$ cat src/rtl/counter_tick_updown.sv
// counter_tick_updown: up/down counter advanced by an internal clock-enable
// tick divider. Programmable modulus, wrap or saturate at the limits,
// synchronous clear/load, and a terminal-count pulse. Everything runs on i_clk;
// the divider only produces an enable and is never used as a clock.
module counter_tick_updown #(
  parameter int WIDTH     = 4,
  parameter int MODULUS   = 16,
  parameter int DIV_COUNT = 100000000,
  parameter int DIV_W     = 27
) (
  input  logic             i_clk,
  input  logic             i_reset,
  input  logic             i_en,
  input  logic             i_up_dn,
  input  logic             i_sat,
  input  logic             i_clear,
  input  logic             i_load,
  input  logic [WIDTH-1:0] i_load_val,
  output logic [WIDTH-1:0] o_q,
  output logic             o_tick,
  output logic             o_tc,
  output logic             o_at_limit
);

  localparam logic [WIDTH-1:0] LP_MAX      = WIDTH'(MODULUS - 1);
  localparam logic [WIDTH-1:0] LP_ONE      = WIDTH'(1);
  localparam logic [WIDTH:0]   LP_MOD      = (WIDTH + 1)'(MODULUS);
  localparam logic [DIV_W-1:0] LP_DIV_LAST = DIV_W'(DIV_COUNT - 1);
  localparam logic [DIV_W-1:0] LP_DIV_ONE  = DIV_W'(1);

  logic [DIV_W-1:0] r_div;
  logic [WIDTH-1:0] r_q;
  logic             r_tick;
  logic             r_tc;

  logic             w_step;
  logic             w_at_limit;
  logic [WIDTH-1:0] w_q_step;
  logic [WIDTH-1:0] w_load_q;
  logic [DIV_W-1:0] w_div_next;

  // Step strobe: last cycle of an enabled divider period.
  assign w_step = i_en & (r_div == LP_DIV_LAST);

  // Limit in the current direction, seen by both the tc pulse and the output.
  assign w_at_limit = i_up_dn ? (r_q == LP_MAX) : (r_q == '0);

  // Out-of-range load values clamp to the top of the range.
  assign w_load_q = ({1'b0, i_load_val} >= LP_MOD) ? LP_MAX : i_load_val;

  // Divider wraps after DIV_COUNT enabled cycles (stays 0 when DIV_COUNT=1).
  assign w_div_next = (r_div == LP_DIV_LAST) ? '0 : (r_div + LP_DIV_ONE);

  // Next count for a step: move one place, or wrap/hold at the limit.
  always_comb begin
    w_q_step = r_q;
    if (i_up_dn) begin
      if (r_q == LP_MAX) w_q_step = i_sat ? r_q : '0;
      else               w_q_step = r_q + LP_ONE;
    end else begin
      if (r_q == '0)     w_q_step = i_sat ? r_q : LP_MAX;
      else               w_q_step = r_q - LP_ONE;
    end
  end

  // State update with priority reset > clear > load > step.
  always_ff @(posedge i_clk) begin
    if (i_reset || i_clear) begin
      r_div  <= '0;
      r_q    <= '0;
      r_tick <= 1'b0;
      r_tc   <= 1'b0;
    end else if (i_load) begin
      r_div  <= '0;
      r_q    <= w_load_q;
      r_tick <= 1'b0;
      r_tc   <= 1'b0;
    end else begin
      if (i_en)   r_div <= w_div_next;
      if (w_step) r_q   <= w_q_step;
      r_tick <= w_step;
      r_tc   <= w_step & w_at_limit;
    end
  end

  assign o_q        = r_q;
  assign o_tick     = r_tick;
  assign o_tc       = r_tc;
  assign o_at_limit = w_at_limit;

endmodule
$ cat config.mk
export PLATFORM = sky130hd
export DESIGN_NAME = counter_tick_updown
export DESIGN_NICKNAME = d
export VERILOG_FILES = /design/src/rtl/counter_tick_updown.sv
export SDC_FILE = /design/constraint.sdc
export NUM_CORES = 1
export LEC_CHECK = 0
export ABC_AREA = 1
export CORE_MARGIN = 3
export CORE_UTILIZATION = 51
export DETAILED_ROUTE_END_ITERATION = 10
export PLACE_DENSITY = 0.75
export SLEW_MARGIN = 20
export SYNTH_ARGS = -nofsm -noshare
export SYNTH_HDL_FRONTEND = slang
export SYNTH_SLANG_ARGS = --single-unit
$ cat constraint.sdc
create_clock -name i_clk -period 1.6 [get_ports i_clk]
set_input_delay 0.32 -clock i_clk [delete_from_list [all_inputs] [get_ports i_clk]]
set_output_delay 0.32 -clock i_clk [all_outputs]
set_load 0.02 [all_outputs]
## Word-level counts from Yosys, hierarchy flattened

Index checks and enable logic that the tools add are counted.

- Logic and storage cells: 27
- Input port bits: 11
- Output and inout bits: 7
- Register bits: 33

- Mux-type cells: 9
- Equal/unequal tests: 4
- Bitwise operators: 2
- Add/subtract/negate cells: 3
- Reduce and logical (&&, ||, !) cells: 5

Operator list:

| cell | count |
|---|---|
| 4-bit 2-to-1 mux | 7 |
| 27-bit by 1-bit adder with 27-bit output (second input constant) | 1 |
| 27-bit == test (second input constant) | 1 |
| 27-bit 2-to-1 mux | 1 |
| 4-bit != test (second input constant) | 2 |
| 4-bit by 1-bit adder with 4-bit output (second input constant) | 1 |
| 4-bit == test (second input constant) | 1 |
| 4-bit logical NOT | 1 |
| 4-bit by 1-bit subtractor with 4-bit output (second input constant) | 1 |
| 3-bit AND reduction | 1 |
| 1-bit AND | 2 |
| 2-bit nonzero test | 1 |
| 2-bit OR reduction | 1 |
| 1-bit logical OR | 1 |
| 1-bit 2-to-1 mux | 1 |

## Longest topological paths before layout

Gate-level depths: netlist (run 1).

- Word-level depth: 5
- Mapped depth: 11
- Gate-level depth less buffers: 10

## Least setup slack after synthesis (run 1)

No wires, ideal clock.

- Kind: register to register
- Start point: register r_q[0] (netlist: o_q[0])
- End point: register r_q[1] (netlist: o_q[1])
- Setup slack: -0.023 ns
- Path buffers: 0
- Library setup time: 0.070 ns
- Period minus slack after synthesis: 1.623 ns
- Cell stages (with the launch flop): 10
- Required time: 1.530 ns
- Arrival: 1.554 ns
- Path through: dfxtp_1 -> inv_1 -> ha_1 -> nand3_1 -> nand2_1 -> nand2_1 -> nand3_2 -> nand2_2 -> nand2_1 -> a21oi_1

- Longest elaborated chain between the ends: 5
- Elaborated cells on any way between the ends: 12
- Those cells by class: add/sub: 2; eq/ne: 3; mux: 5; reduce/logical: 2

Ends and longest elaborated chain:

| what | RTL line | RTL |
|---|---|---|
| start, declared | 32 | `logic [WIDTH-1:0] r_q;` |
| start signal, assigned | 75 | `r_q <= w_load_q;` |
| start signal, assigned | 80 | `if (w_step) r_q <= w_q_step;` |
| 4-bit by 1-bit subtractor with 4-bit output, or another cell as far along | 62 | `else w_q_step = r_q - LP_ONE;` |
| 4-bit 2-to-1 mux, on equally long branches | 61, 58 |  |
| 4-bit 2-to-1 mux | 57 | `if (i_up_dn) begin` |
| 4-bit 2-to-1 mux | 80 |  |
| 4-bit 2-to-1 mux | 73 | `end else if (i_load) begin` |

Several ways; a longest one is shown, not always the timed one. The select of a mux whose other input is x is not followed.
A chain may end at the register's enable or synchronous reset.

## Final worst setup path (run 1)

- Start point: register r_q[0] (netlist: o_q[0])
- End point: output o_at_limit

- Longest elaborated chain between the ends: 2
- Elaborated cells on any way between the ends: 3
- Those cells by class: eq/ne: 1; mux: 1; reduce/logical: 1

Ends and longest elaborated chain:

| what | RTL line | RTL |
|---|---|---|
| 4-bit == test / 4-bit logical NOT (equally long branches) | 46 | `assign w_at_limit = i_up_dn ? (r_q == LP_MAX) : (r_q == '0);` |
| 1-bit 2-to-1 mux (*) | 46 |  |
| end, declared | 22 | `output logic o_at_limit` |

Every way passes the cells marked *; elsewhere a longest branch is shown, timed or not.

==> Implementation_results.wiki, run 1 <==
{| class="wikitable"
! Metric !! Value
|-
| Outcome || finished clean
|-
| Highest ir drop seen on vdd || 0.4505 mV
|-
| Nets@finish || 364
|-
| Clock tree from TritonCTS || built
|-
| Die area || 4640 µm²
|-
| FF/Latch Area || ~670 µm²
|-
| Final max-slew violation count || 0
|-
| Number of standard cells after synthesis || 300
|-
| Number of enable-type register cells in the synthesized netlist || 0
|-
| Footprint of the multi-input gates || 1177 µm²
|-
| Setup Viol. Count Final || 0
|-
| Chip height || 68.12 µm
|-
| Final global-route overflow total || 0
|-
| Synth top area share || 33.57%
|-
| Number of cells on the worst reg-to-reg path || 9
|-
| Global-route usage over all layers || a little over a fifth
|-
| Vias in the first global route || 1754
|-
| Most instantiated library cell after synthesis || nand2_1
|-
| Initial antenna violation count || 0
|-
| Post-synthesis average cell area || 6.560 µm²
|-
| Count of boundary I/O pins || 18
|-
| Non-filler instance count after layout || 397
|-
| Maximum clock insertion buffer count || 2
|-
| Data required time at the worst endpoint || 1.28 ns
|-
| Maximum number of pins on one net before global-route repair || 16
|-
| # Max-Cap Violations || 0
|-
| Maximum clock frequency || about 650 MHz
|-
| Antenna diode instance count || 0
|-
| Layout filler cell count || ~300
|-
| Number of cells in the design after placement || 387
|-
| Most frequently used flop master after synthesis || dfxtp_1
|-
| Most area-consuming cells after synthesis || dfxtp_1 34%, nand2_1 15%, nor2_1 11%
|-
| Hold WC Path Type || flop to flop
|-
| Number of nets in the synthesized netlist || 314
|-
| Post-Synthesis Cell Area || 1968 µm²
|-
| Via count || 1949
|-
| Clock period minus final worst setup slack || around 1.5 ns
|-
| Slowest-stage cell, CP || dfxtp_2
|-
| Cell class contributing the biggest share of worst-path delay || flip-flops
|-
| IO Port Bufs || 17
|-
| Synth cell types || 33
|-
| Core Box Area || 3521 µm²
|-
| Post-layout power || 1.598 mW
|-
| Clock sink total || 33
|-
| Final Cycle Share || 96.11%
|-
| Fraction of layout cells with a size suffix above 1 || a little over a fifth
|-
| Hold-fix buffers, CTS || 0
|-
| Die Width || 68.12 µm
|-
| Clock Tree Root || clkbuf_8
|-
| Maximum clock skew at final layout || 0.008307 ns
|-
| Longest individual stage delay on the worst path || 0.36 ns
|-
| Final wirelength || between 4 and 5 mm
|-
| Kind of end point of the critical path || primary output
|-
| First-iteration detailed-routing DRC count || 79
|-
| Number of buffer and inverter instances along the worst setup path || 2
|-
| Most area-hungry cell type in the Yosys netlist || dfxtp_1
|-
| Category of the worst setup path launch point || flop
|-
| Crit path max fanout || 4
|-
| Slew Limit Headroom || 74.13%
|-
| Cell depth of the worst hold path || 2
|-
| Proportion of synthesized chip area in sequential cells || 33.57%
|-
| Global placer's final weighted congestion || 0.8345
|-
| Wire length of the first global-routing pass || 7.507 mm
|-
| Clock latency on the worst-skew pair || 0.29 ns
|-
| Slew @ Worst Pin || 0.3866 ns
|-
| Count of cell instances traversed by the critical path || 5
|-
| WL per Instance || approximately 11 µm
|-
| Area growth, synth to finish || 28.29%
|-
| Total power divided by cell area || 632.9 nW/µm²
|-
| Number of H-tree levels || 2
|-
| Number of storage elements in the synthesis netlist || 33
|-
| Critical Path, Cell by Cell || inv_1 > ha_2 > nand3_1 > nand2_1 > buf_4
|-
| Detailed-routing iteration count for the pre-antenna-repair pass || 4
|-
| Post-DRT Antenna Nets || 0
|-
| Design area || 2525 µm²
|-
| Category of the most critical setup path || flop to primary output
|-
| CTS clk-pin slew, worst paths || 0.06 ns
|-
| Number of endpoints with negative hold slack in the final report || 0
|-
| Leading post-synthesis cells by instance count || 77 x nand2_1, 58 x nor2_1, 35 x inv_1
|-
| DRC || 0
|-
| Static leakage || roughly 1.0 nW
|-
| Proportion of register bits with asynchronous set or reset after synthesis || 0%
|-
| Detail Placement HPWL || 3.340 mm
|-
| Std cell rows || 21
|-
| Number of warnings printed during yosys synthesis || 0
|-
| Initial cell density of the core || around 56%
|-
| Total clock buffers created by CTS || 5
|-
| Number of vias per cell || 4.909
|-
| Data arrival at the endpoint of the critical path || 1.22 ns
|-
| DP Area || 2379 µm²
|}
[power breakdown]
group | internal (mW) | total (mW) | switching (mW)
clock | 0.301 | 0.604 | 0.303
sequential | 0.824 | 0.831 | 0.00624
combinational | 0.0821 | 0.164 | 0.0815
[through the flow]
step | hold WS (ns) | setup TNS, ns | utilization [%] | setup slack [ns]
floorplan | 0.4754 | 0 | - | 0.01032
global placement | 0.4983 | -7.028 | 67.56 | -0.3577
detailed placement | 0.4954 | -8.218 | 67.56 | -0.3707
CTS | 0.5057 | 0 | 69.62 | 0.007964
global route | 0.5312 | -0.03155 | 71.71 | -0.01610
finish | 0.5077 | 0 | 71.71 | 0.06220
[state kept, by name, summed over array words and instances, names as in the netlist]
signal	flops
o_tick	1
o_tc	1
o_q	4
r_div	27
[tightest hold or removal path: cells and delay by family, from the launching register on]
family	cells	cell delay [ns]
compound gates	1	0.06
flops	1	0.34
simple gates	1	0.07
[worst paths after layout]
kind / startpoint / to / slack (ns)
worst min-delay path: r_div[9]$_SDFFE_PP0P_ / r_div[9]$_SDFFE_PP0P_ / 0.51
worst min register to register: r_div[9]$_SDFFE_PP0P_ / r_div[9]$_SDFFE_PP0P_ / 0.51
worst max register to register: r_div[1]$_SDFFE_PP0P_ / r_div[26]$_SDFFE_PP0P_ / 0.08
worst max-delay path: o_q[0]$_SDFFE_PP0P_ / o_at_limit / 0.06
[placed cells by master, fill, tap and decap left out, types with 9 or more instances in the layout]
cell type         n
inv_1            35
nor3_1            9
dfxtp_1          29
nand3_1          18
nand2_1          75
buf_4            31
clkdlybuf4s50_1  11
a21oi_1           9
nand4_1          12
nor2_1           55
[what timing repair did]
item,CTS,global route
setup buffers,0,2
pin swaps,0,6
endpoints found under the setup margin,9,29
gates resized for setup,10,18
[cells by family after synthesis]
kind of cell,synth area share (%)
buffers and inverters,9.091
and+or+nand+nor,48.32
adders and majority gates,1.907
DFF,33.57
xor gates and xnor gates,3.560
AOI/OAI and AO/OA,3.560
[metal layers]
metal | share of wire (%) | track usage [%]
met5 | 0 | 0
met4 | 2.0 | 9.677
met3 | 3.0 | 4.433
met2 | 48 | 35.74
met1 | 47 | 26.00
[cell type report]
class,count,share of cell area (%)
clock buffer,6,2.874
clock inverter,2,0.3964
inverter,39,5.946
multi-input combinational,224,46.63
sequential,33,26.56
tap,46,2.279
timing repair buffer,47,15.31
(Power assumes the default switching activity.)
==> run 2, diff against run 1 <==
--- a/config.mk
+++ b/config.mk
@@ -7,9 +7,9 @@
 export LEC_CHECK = 0
 export ABC_AREA = 1
 export CORE_MARGIN = 3
-export CORE_UTILIZATION = 51
+export CORE_UTILIZATION = 60
 export DETAILED_ROUTE_END_ITERATION = 10
-export PLACE_DENSITY = 0.75
+export PLACE_DENSITY = 0.83
 export SLEW_MARGIN = 20
 export SYNTH_ARGS = -nofsm -noshare
 export SYNTH_HDL_FRONTEND = slang
==> constraint.sdc (replaced) <==
create_clock -name i_clk -period 1.84 [get_ports i_clk]
set_input_delay 0.368 -clock i_clk [delete_from_list [all_inputs] [get_ports i_clk]]
set_output_delay 0.368 -clock i_clk [all_outputs]
set_load 0.01 [all_outputs]
==> run 2 against run 1 <==
Effect of this change: total power is 17% lower; clock skew down 0.0023 ns; critical path depth is 3 lower; largest power group unchanged; clock-buffer cell count rose by 1; flip-flop and latch count stayed put; first-iteration DRC count rose by 35%; sequential power is 13% lower; worst setup slack is essentially flat.
==> Implementation_results.wiki, run 2 (synthesis gave the netlist of run 1 again) <==
{| class="wikitable"
! Metric !! Value
|-
| Data required time at the worst endpoint || 1.47 ns
|-
| DRC || 0
|-
| Setup Viol. Count Final || 0
|-
| Category of the most critical setup path || flop to primary output
|-
| Global-route usage over all layers || about a quarter
|-
| Worst hold margin || 0.5057 ns
|-
| Clock sink total || 33
|-
| Worst Hold Launch || r_div[1]$_SDFFE_PP0P_
|-
| Maximum clock skew at final layout || 0.006043 ns
|-
| Clock latency on the worst-skew pair || ~0.34 ns
|-
| Final max-slew violation count || 0
|-
| Maximum clock frequency || 562.4 MHz
|-
| Nets@finish || approximately 350
|-
| Data arrival at the endpoint of the critical path || 1.41 ns
|-
| Via count || 1933
|-
| Wire length of the first global-routing pass || 7.493 mm
|-
| Count of boundary I/O pins || 18
|-
| Footprint of the multi-input gates || 1144 µm²
|-
| Fraction of layout cells with a size suffix above 1 || ~17%
|-
| Endpoint of the worst hold-timing path || r_div[1]$_SDFFE_PP0P_
|-
| Final wirelength || 4.288 mm
|-
| CTS clk-pin slew, worst paths || 0.10 ns
|-
| Worst reg2reg path startpoint || r_div[0]$_SDFFE_PP0P_
|-
| Die Width || 63.28 µm
|-
| Initial antenna violation count || 0
|-
| Global placer's final weighted congestion || 0.8778
|-
| Number of endpoints with negative hold slack in the final report || 0
|-
| Category of the worst setup path launch point || flop
|-
| Detail Placement HPWL || approximately 3.3 mm
|-
| Total length of routed met2 wires || approximately 2.1 mm
|-
| Kind of end point of the critical path || primary output
|-
| Slew Limit Headroom || 71.85%
|-
| # Max-Cap Violations || 0
|-
| Setup_tns || 0 ns
|-
| FF/Latch Area || 669.4 µm²
|-
| Largest Register || r_div
|-
| Quantity of gates resized following cts || 4
|-
| Vias in the first global route || 1821
|-
| Number of vias per cell || 5.060
|-
| First-iteration detailed-routing DRC count || 107
|-
| Die area || 4004 µm²
|-
| IO Port Bufs || 17
|-
| Critical R2R Capture || o_tc$_SDFF_PP0_
|-
| DR top layer || met4
|-
| Unrepaired setup endpoints after global routing || false
|-
| Cell depth of the worst hold path || 2
|-
| Leading cell types in the layout, fill and taps excluded || 77 x nand2_1, 58 x nor2_1, 33 x inv_1
|-
| Clock Tree Root || clkbuf_4
|-
| Total clock buffers created by CTS || 5
|-
| Chip height || 63.28 µm
|-
| Met3 routed wirelength || 159 µm
|-
| Metal-1 WL || 1.982 mm
|-
| Detailed-routing iteration count for the pre-antenna-repair pass || 5
|-
| Outcome || finished clean
|-
| Number of H-tree levels || 2
|-
| Maximum clock insertion buffer count || 2
|-
| Total power divided by cell area || 555.4 nW/µm²
|-
| Post-CTS Setup Inserts || 0
|-
| Clock period minus final worst setup slack || between 1.5 and 2 ns
|-
| Final Cycle Share || 96.64%
|-
| Hold-fix buffers, CTS || 0
|-
| Antenna diode instance count || 0
|-
| Number of cells on the worst reg-to-reg path || 8
|-
| Static leakage || approximately 0.96 nW
|-
| Maximum number of pins on one net before global-route repair || 16
|-
| Initial cell density of the core || 63.43%
|-
| Final global-route overflow total || 0
|-
| Minimum setup slack among reg-to-reg paths || 0.26 ns
|-
| Crit path max fanout || 6
|-
| Leading cell type in the layout, fill and taps excluded || nand2_1
|-
| Max reg flops || 27
|-
| Layout filler cell count || 254
|-
| WL per Instance || between 10 and 15 µm
|-
| Hold WC Path Type || flop to flop
|-
| Core Box Area || between 3000 and 4000 µm²
|-
| Slew @ Worst Pin || around 0.42 ns
|-
| Highest ir drop seen on vdd || 0.5137 mV
|-
| Post-DRT Antenna Nets || 0
|-
| Clock tree from TritonCTS || built
|-
| Std cell rows || 20
|-
| Area growth, synth to finish || 20.98%
|}
-- run 2: cell types whose count changed in the layout (fill, tap and decap cells not counted), sizes merged --
| cell | delta |
|---|---|
| buf | -14 |
| clkbuf | +2 |
| clkdlybuf4s50 | +5 |
| clkinv | -1 |
| dlygate4sd2 | -5 |
-- run 2: per-stage QoR --
step	setup slack, ns	area, µm²	instances	power [mW]	util (%)
final	0.06177	2381	382	1.322	76.73
after global routing	0.02524	2381	382	1.380	76.73
after CTS	0.003462	2366	382	1.330	76.25
after detailed placement	-0.1796	2292	374	0.8666	73.87
after global placement	-0.1530	2292	374	0.8644	73.87
after floorplan	0.3526	1968	300	0.8043	-
-- run 2: routing by layer --
metal  vias up  global-route usage (%)
met3         8                   6.774
met1       871                   27.04
met5         -                       0
li1       1025                       -
met2        29                   39.66
met4         0                   10.24
-- run 2: worst max-delay path by stage --
stage | start | endpoint | slack (ns) | cells past startpoint
finish | o_q[3]$_SDFFE_PP0P_ | o_q[3] | 0.06 | 2
global route | o_q[2]$_SDFFE_PP0P_ | o_q[2] | 0.03 | 2
CTS | o_q[1]$_SDFFE_PP0P_ | o_at_limit | 0.003 | 5
detailed placement | i_up_dn | o_at_limit | -0.18 | 5
global placement | i_up_dn | o_at_limit | -0.15 | 4
floorplan | r_div[0]$_SDFFE_PP0P_ | r_div[22]$_SDFFE_PP0P_ | 0.35 | 11
-- run 2: area by class of cell --
| cell class | instances | share of cell area, % |
|---|---|---|
| Clock inverter | 1 | 0.2102 |
| Sequential cell | 33 | 28.11 |
| Timing Repair Buffer | 34 | 12.30 |
| Tap cell | 44 | 2.312 |
| Clock buffer | 7 | 2.733 |
| Inverter | 39 | 6.306 |
| Multi-Input combinational cell | 224 | 48.03 |
-- run 2: power by group --
group | internal (mW) | switching (mW)
combinational | 0.0661 | 0.0632
sequential | 0.717 | 0.00512
clock | 0.221 | 0.250
-- run 2: worst max-delay path, stage by stage (launching register included) --
cell and delay [ns]:
dfxtp_1 0.38, buf_4 0.16, clkdlybuf4s50_1 0.54
==> run 3, diff against run 2 <==
--- a/config.mk
+++ b/config.mk
@@ -8,6 +8,7 @@
 export ABC_AREA = 1
 export CORE_MARGIN = 3
 export CORE_UTILIZATION = 60
+export CTS_CLUSTER_DIAMETER = 200
 export DETAILED_ROUTE_END_ITERATION = 10
 export PLACE_DENSITY = 0.83
 export SLEW_MARGIN = 20
==> results of run 3 <==
The final DEF is identical to that of run 2; final timing and power are the same.
